--- src/rtl/muldiv_unit_if.sv ---
// rtl/muldiv_unit_if.sv - request/response bundle between the issue stage and the M-extension unit
interface muldiv_unit_if #(
    parameter int XLEN = 32
);
    logic            start;
    logic [2:0]      funct3;
    logic [XLEN-1:0] operand_a;
    logic [XLEN-1:0] operand_b;
    logic            kill;
    logic            ready;
    logic            result_valid;
    logic [XLEN-1:0] result;

    modport master (
        output start, funct3, operand_a, operand_b, kill,
        input  ready, result_valid, result
    );

    modport slave (
        input  start, funct3, operand_a, operand_b, kill,
        output ready, result_valid, result
    );
endinterface

--- src/rtl/muldiv_unit.sv ---
// rtl/muldiv_unit.sv - iterative RV32M multiply/divide unit, one bit per cycle, fixed latency
module muldiv_unit #(
    parameter int XLEN = 32
) (
    input  logic         clk,
    input  logic         reset,
    muldiv_unit_if.slave bus
);
    localparam int CW = $clog2(XLEN);

    typedef enum logic [1:0] {IDLE, RUN, DONE} state_t;

    state_t            state;
    logic [CW-1:0]     cnt;
    logic [2:0]        op;
    logic              neg_a;
    logic              neg_b;
    logic              b_zero;
    logic [XLEN-1:0]   m;
    logic [2*XLEN-1:0] acc;

    logic              a_signed;
    logic              b_signed;
    logic [XLEN-1:0]   a_mag;
    logic [XLEN-1:0]   b_mag;

    always_comb begin
        a_signed = bus.funct3 inside {3'd1, 3'd2, 3'd4, 3'd6};
        b_signed = bus.funct3 inside {3'd1, 3'd4, 3'd6};
        a_mag    = (a_signed && bus.operand_a[XLEN-1]) ? -bus.operand_a : bus.operand_a;
        b_mag    = (b_signed && bus.operand_b[XLEN-1]) ? -bus.operand_b : bus.operand_b;
    end

    // acc = {partial product, multiplier} for multiply, {remainder, dividend/quotient} for divide
    logic [XLEN:0]     sum;
    logic [XLEN:0]     rem_sh;
    logic              rem_ge;
    logic [XLEN-1:0]   rem_sub;
    logic [2*XLEN-1:0] acc_nxt;

    always_comb begin
        sum     = {1'b0, acc[2*XLEN-1:XLEN]} + (acc[0] ? {1'b0, m} : {(XLEN+1){1'b0}});
        rem_sh  = {acc[2*XLEN-1:XLEN], acc[XLEN-1]};
        rem_ge  = rem_sh >= {1'b0, m};
        rem_sub = rem_sh[XLEN-1:0] - m;
        if (op[2]) begin
            acc_nxt = {(rem_ge ? rem_sub : rem_sh[XLEN-1:0]), acc[XLEN-2:0], rem_ge};
        end else begin
            acc_nxt = {sum, acc[XLEN-1:1]};
        end
    end

    // Signed overflow needs no special handling: |min|/1 negated wraps back to min, remainder 0.
    // A zero divisor naturally leaves the dividend magnitude as remainder, so only the quotient is forced.
    logic [2*XLEN-1:0] prod;
    logic [XLEN-1:0]   quo;
    logic [XLEN-1:0]   rmd;
    logic [XLEN-1:0]   final_res;

    always_comb begin
        prod = (neg_a ^ neg_b) ? -acc_nxt : acc_nxt;
        quo  = (neg_a ^ neg_b) ? -acc_nxt[XLEN-1:0] : acc_nxt[XLEN-1:0];
        rmd  = neg_a ? -acc_nxt[2*XLEN-1:XLEN] : acc_nxt[2*XLEN-1:XLEN];
        final_res = rmd;
        case (op)
            3'd0:                final_res = prod[XLEN-1:0];
            3'd1, 3'd2, 3'd3:    final_res = prod[2*XLEN-1:XLEN];
            3'd4, 3'd5:          final_res = b_zero ? {XLEN{1'b1}} : quo;
            default:             final_res = rmd;
        endcase
    end

    always_ff @(posedge clk) begin
        if (reset) begin
            state            <= IDLE;
            cnt              <= '0;
            bus.ready        <= 1'b1;
            bus.result_valid <= 1'b0;
            bus.result       <= '0;
        end else begin
            bus.result_valid <= 1'b0;
            case (state)
                IDLE: begin
                    if (bus.start && !bus.kill) begin
                        state     <= RUN;
                        bus.ready <= 1'b0;
                        cnt       <= '0;
                        op        <= bus.funct3;
                        neg_a     <= a_signed && bus.operand_a[XLEN-1];
                        neg_b     <= b_signed && bus.operand_b[XLEN-1];
                        b_zero    <= (bus.operand_b == '0);
                        if (bus.funct3[2]) begin
                            m   <= b_mag;
                            acc <= {{XLEN{1'b0}}, a_mag};
                        end else begin
                            m   <= a_mag;
                            acc <= {{XLEN{1'b0}}, b_mag};
                        end
                    end
                end
                RUN: begin
                    if (bus.kill) begin
                        state     <= IDLE;
                        bus.ready <= 1'b1;
                    end else begin
                        acc <= acc_nxt;
                        cnt <= cnt + CW'(1);
                        if (cnt == CW'(XLEN-1)) begin
                            state            <= DONE;
                            bus.result       <= final_res;
                            bus.result_valid <= 1'b1;
                        end
                    end
                end
                default: begin
                    state     <= IDLE;
                    bus.ready <= 1'b1;
                end
            endcase
        end
    end
endmodule

--- src/flat_wrapper.sv ---
// flat-port wrapper written by rule: the top's interface ports become plain ports
module muldiv_unit_flat 
#(
    parameter int XLEN = 32
)
  (clk, reset, bus_start, bus_funct3, bus_operand_a, bus_operand_b, bus_kill, bus_ready, bus_result_valid, bus_result);
  muldiv_unit_if #(.XLEN(XLEN)) bus_i ();
  input  logic clk;
  input  logic reset;
  input wire logic [$bits(bus_i.start)-1:0] bus_start;
  input wire logic [$bits(bus_i.funct3)-1:0] bus_funct3;
  input wire logic [$bits(bus_i.operand_a)-1:0] bus_operand_a;
  input wire logic [$bits(bus_i.operand_b)-1:0] bus_operand_b;
  input wire logic [$bits(bus_i.kill)-1:0] bus_kill;
  output wire logic [$bits(bus_i.ready)-1:0] bus_ready;
  output wire logic [$bits(bus_i.result_valid)-1:0] bus_result_valid;
  output wire logic [$bits(bus_i.result)-1:0] bus_result;
  assign bus_i.start = bus_start;
  assign bus_i.funct3 = bus_funct3;
  assign bus_i.operand_a = bus_operand_a;
  assign bus_i.operand_b = bus_operand_b;
  assign bus_i.kill = bus_kill;
  assign bus_ready = bus_i.ready;
  assign bus_result_valid = bus_i.result_valid;
  assign bus_result = bus_i.result;
  muldiv_unit #(.XLEN(XLEN)) u_core (.clk(clk), .reset(reset), .bus(bus_i));
endmodule
--- config.mk ---
export PLATFORM = sky130hd
export DESIGN_NAME = muldiv_unit_flat
export DESIGN_NICKNAME = d
export VERILOG_FILES = /design/src/rtl/muldiv_unit_if.sv /design/src/rtl/muldiv_unit.sv /design/src/flat_wrapper.sv
export SDC_FILE = /design/constraint.sdc
export NUM_CORES = 1
export LEC_CHECK = 0
export ABC_CLOCK_PERIOD_IN_PS = 5200
export BUFFER_PORTS_ARGS = -buffer_cell sky130_fd_sc_hd__clkbuf_2
export CORE_UTILIZATION = 50
export CTS_CLUSTER_SIZE = 24
export DETAILED_ROUTE_END_ITERATION = 8
export GPL_ROUTABILITY_DRIVEN = 0
export PLACE_DENSITY_LB_ADDON = 0.2
export SLEW_MARGIN = 20
export SYNTH_ARGS = -nofsm -noshare
export SYNTH_HDL_FRONTEND = slang
export SYNTH_SLANG_ARGS = --single-unit
--- constraint.sdc ---
create_clock -name clk -period 5.2 [get_ports clk]
set_input_delay 1.56 -clock clk [delete_from_list [all_inputs] [get_ports clk]]
set_output_delay 1.56 -clock clk [all_outputs]
set_load 0.02 [all_outputs]
# After elaboration in Yosys (flattened, before gate mapping)
# Cells that the tools add are included.
# W data, S select, Z words.
[totals]
register_bits = 143
in_bits = 71
out_inout_bits = 34
elab_cells = 84
[op_classes]
addsub = 8
order_cmp = 1
eq_ne = 15
n_mux = 26
n_bitwise = 4
reduce_logical = 19
[ops]
columns = ["operator", "count"]
rows = [
  ["$mux W32", 9],
  ["$mux W64", 4],
  ["$neg A32 Y32", 4],
  ["$pmux W64 S2", 1],
  ["$pmux W32 S3", 1],
  ["$neg A64 Y64", 1],
  ["$add A32 B33 Y33", 1],
  ["$ge A33 B32 Y1", 1],
  ["$logic_not A32 Y1", 1],
  ["$sub A32 B32 Y32", 1],
  ["$eq A3 B3 Y1 const B", 4],
  ["$mux W5", 2],
  ["$pmux W5 S2", 1],
  ["$eq A3 B2 Y1 const B", 3],
  ["$reduce_and A3 Y1", 3],
  ["$eq A3 B1 Y1 const B", 2],
  ["$mux W2", 3],
  ["$reduce_or A3 Y1", 2],
  ["$add A5 B1 Y5 const B", 1],
  ["$eq A5 B5 Y1 const B", 1],
  ["$ne A2 B2 Y1 const B", 2],
  ["$pmux W2 S2", 1],
  ["$reduce_and A2 Y1", 2],
  ["$reduce_and A4 Y1", 1],
  ["other kinds (15)", 21],
]

# Depth between registers and ports, before layout
[logic_depth]
depth_word = 7
depth_mapped = 22
ltp_nobuf = 21

# Worst setup path before layout
# OpenSTA, ideal clock, no wires.
[synth_path]
path_kind = "in2reg"
from = "input port bus_kill"
to = "register u_core.acc[0], enable pin"
setup_time_ns = 0.486
arrival_ns = 4.663
t_required_ns = 4.714
slack_ns = 0.051
stages = 5
path_buffers = 0
path_cell_list = "nor2_1 > nand2_1 > nor2_1 > nor2_1 > nor2_1"
[synth_between]
elab_chain_len = 4
word_cells_on_any_way = 5
cone_classes = "eq/ne (2); reduce/logical (3)"
[synth_rtl]
columns = ["item", "line_no", "source"]
rows = [
  ["start, declared", "flat_wrapper.sv:14", "input wire logic [$bits(bus_i.kill)-1:0] bus_kill;"],
  ["$logic_not A1 Y1", "muldiv_unit.sv:84", "if (bus.start && !bus.kill) begin"],
  ["$logic_and A1 B1 Y1", "muldiv_unit.sv:84", ""],
  ["$ne A2 B1 Y1 (no source line)", "--", ""],
  ["$reduce_and A4 Y1 (no source line) *", "--", ""],
  ["end signal, assigned", "muldiv_unit.sv:94", "acc <= {{XLEN{1'b0}}, a_mag};"],
  ["end signal, assigned", "muldiv_unit.sv:97", "acc <= {{XLEN{1'b0}}, b_mag};"],
  ["end signal, assigned", "muldiv_unit.sv:106", "acc <= acc_nxt;"],
  ["end, declared", "muldiv_unit.sv:20", "logic [2*XLEN-1:0] acc;"],
]
# Mark *: on every way between the ends. The rest lies on a longest branch, timed or not.
# A chain may end at the register's enable or synchronous reset.

# Final worst setup path
[layout_path]
from = "register u_core.acc[38]"
to = "register u_core.bus.result[14]"
[layout_between]
elab_chain_len = 6
word_cells_on_any_way = 13
cone_classes = "add/sub (5); order compare (1); mux (7)"
[layout_rtl]
columns = ["item", "line_no", "source"]
rows = [
  ["$sub A32 B32 Y32 / $ge A33 B32 Y1 (equally long branches)", "muldiv_unit.sv:45, muldiv_unit.sv:44", ""],
  ["$mux W32 / $mux W64 (equally long branches)", "muldiv_unit.sv:47, muldiv_unit.sv:46", ""],
  ["$mux W64 *", "muldiv_unit.sv:46", "if (op[2]) begin"],
  ["$neg A64 Y64, or another cell as far along", "muldiv_unit.sv:61", "prod = (neg_a ^ neg_b) ? -acc_nxt : acc_nxt;"],
  ["$mux W64, or another cell as far along", "muldiv_unit.sv:61", ""],
  ["$pmux W32 S3 *", "muldiv_unit.sv:65", "case (op)"],
  ["end signal, assigned", "muldiv_unit.sv:110", "bus.result <= final_res;"],
  ["end, declared", "muldiv_unit_if.sv:21", "output ready, result_valid, result"],
]
# Marks and branches as above.

==> metrics.txt <==
Rel. slew slack 36.9%; Hold Crit Start u_core.bus.result[19]; CTS tree done; PD cells 222 nW/um2; RSZ-0062 raised after global routing no; ys flop type edfxtp_1; post-layout net count 2050; Synth async-reset ratio 0%; DP HPWL 39700 um; commonest non-fill, non-tap cell in the layout nor2_1; clock slew at reported path FFs approximately 70 ps; grt total ovfl 0; max_cap viols 0; Post-Route Skew 12.1 ps; DR vias/cell 6.51; largest net degree at the start of global routing 71; Hold WC Path Type flop to flop; most frequent cells in the layout nor2_1 (176), nand2_1 (164), a21oi_1 (159); Core Area 29000 um2; crit path max fanout 19; Final Worst Setup Slack roughly 340 ps; Overall Global Routing Usage 33.2%; fraction of layout cells with a size suffix above 1 14.2%; Setup violations, final 0; pre-CTS setup slack 329 ps; Sink Count 143; Synth Register Bits 143; Pre-Repair DR Iteration Count 6; Final min period 4860 ps; Gate Count Post-Synth 1819; total number of vias around 15000; Fmax achieved 0.206 GHz; Syn Nets between 1500 and 2000; number of global-route vias before repair 13900; final hold violation count 0; reg2reg path depth 18; dpl cells 2270; Cell Count, Final, Fillers Out approximately 2300; FF-to-FF Start u_core.acc[38]; Peak VDD IR ~0.20 mV; startpoint types flop; Ys Warns 0; Critical Path End Type flop; leakage 6.55 nW; WHS Path Cells 2; synth-to-layout area growth 11.1%; post-synthesis sequential area ratio a little over a quarter; CTS Hold Bufs 0; drt drc 0; Total Routed Length between 50000 and 60000 um; first-pass GRT wire length 78700 um; DR iter-0 viols 1705; Die Y ~170 um; minimum hold slack around 460 ps; die width 175 um; PortBufs 104; Clk Latency, worst-skew pair 440 ps; DIE AREA 30500 um2; reg2reg setup slack 340 ps; Critical Path RT 5490 ps; ANT cells 0; initial antenna violation count 2; outcome finished, final reports clean; setup_tns 0 ps; Pwr Total 3.67 mW; CP arrival 5160 ps; Longest Clk Path Bufs 2; fin crit share 93.5%; io pins 105; H-Tree Level Count 4; Crit Path Class flop to flop; # rows 62; RR Endpoint u_core.bus.result[14]; remaining antenna violation count after routing 0; Initial Util 51.4%; Yosys cell types 114; Worst-Margin Slew ~950 ps; Num CTS Buffers 17; Slew Limit Fails 0; Root Driver clkbuf_16; Wirelength per Cell 22.0 um; mapped cell area 14900 um2; mean post-synth cell area 8.19 um2; Hold EP u_core.bus.result[19]; number of synthesized flops with an enable pin 102
## synth_stat cells, types with 18 or more instances
| master | count | share of area, % |
|---|---|---|
| dfxtp_1 | 41 | 5.5 |
| a221oi_1 | 19 | 1.1 |
| o31ai_1 | 31 | 1.6 |
| and2_1 | 46 | 1.9 |
| edfxtp_1 | 102 | 21 |
| nor3_1 | 48 | 1.6 |
| nand2_1 | 164 | 4.1 |
| nand3_1 | 34 | 1.1 |
| clkbuf_1 | 50 | 1.3 |
| nor2_1 | 178 | 4.5 |
| a21o_1 | 18 | 0.91 |
| mux2i_1 | 103 | 6.9 |
| o21ai_0 | 128 | 4.3 |
| ha_1 | 70 | 5.9 |
| xnor2_1 | 96 | 5.6 |
| xor2_1 | 91 | 5.3 |
| buf_2 | 22 | 0.74 |
| a31oi_1 | 19 | 0.80 |
| nand4_1 | 21 | 0.88 |
| inv_1 | 57 | 1.4 |
| a21oi_1 | 159 | 5.3 |
## report_power, final
group	internal [mW]	switching [mW]
Combinational	0.405	0.716
Sequential	1.28	0.0369
Clock	0.677	0.560
## area by class of cell
type                    instances  area (um2)
inverters                      59         221
clock inverters                15         149
multi-input cells            1526       10400
flip-flops and latches        143        3880
repair buffers                160         973
clock buffers                  17         425
well taps                     384         480
fillers                      2788       12500
## state kept, by name, indices dropped and copies added (netlist names)
name                     count
u_core.acc                  64
u_core.bus.result           32
u_core.m                    32
u_core.cnt                   5
u_core.op                    3
u_core.state                 2
u_core.b_zero                1
u_core.bus.ready             1
u_core.bus.result_valid      1
u_core.neg_a                 1
u_core.neg_b                 1
## how the worst max path moves through the flow
stage,from,end,slack [ps],depth (start not counted)
finish,u_core.acc[38],u_core.bus.result[14],340,18
global route,u_core.m[1],u_core.bus.result[14],20,19
CTS,u_core.m[1],u_core.bus.result[14],320,19
detailed placement,bus_operand_a[10],u_core.m[30],330,10
global placement,bus_operand_a[10],u_core.m[30],380,10
floorplan,bus_kill,u_core.acc[0],50,5
## metrics by stage
step	instance area [um2]	utilization, %
3_5_place_dp	15900	54.9
6_report	16500	57.0
2_1_floorplan	14900	-
5_1_grt	16500	57.0
3_3_place_gp	15900	54.9
4_1_cts	16500	56.9
## metal layers
| metal | vias up | share of wire [%] | track usage [%] |
|---|---|---|---|
| li1 | 6918 | - | - |
| met1 | 7063 | 41 | 44.3 |
| met2 | 864 | 45 | 52.5 |
| met3 | 150 | 9.5 | 5.37 |
| met4 | 0 | 4.8 | 15.3 |
| met5 | - | 0 | 0 |
## cells by family (layout without fill, tap and decap cells)
| logic type | Yosys count | after routing | synth area share (%) |
|---|---|---|---|
| AO/OA/AOI/OAI | 541 | 541 | 24.4 |
| XOR/XNOR | 187 | 187 | 11.0 |
| adder cells (fa/ha/maj) | 72 | 72 | 6.15 |
| buffers and inverters | 150 | 251 | 4.42 |
| flip-flops | 143 | 143 | 26.1 |
| multiplexers | 105 | 105 | 7.07 |
| AND/OR/NAND/NOR | 621 | 621 | 20.9 |
## critical path: stages, from the launching register on
cell       delay, ps
edfxtp_1         460
ha_1             420
and3_1           230
nand2_1          140
a21oi_4           70
o211ai_4         290
a211o_1          220
buf_6            240
a21oi_1          170
o22a_1           300
inv_1            250
ha_1             280
nand4_2          180
nand4b_1         350
o31ai_1          340
xnor2_1          100
a2111oi_0        450
buf_4            180
nor4_1            40
## repair_timing
action                                  4_1_cts  5_1_grt
gates resized for setup                       0        5
endpoints found under the setup margin        0        4
endpoints found under the hold margin         0        0
setup buffers                                 0        2
Note: power is estimated with default switching activity, not from simulation.
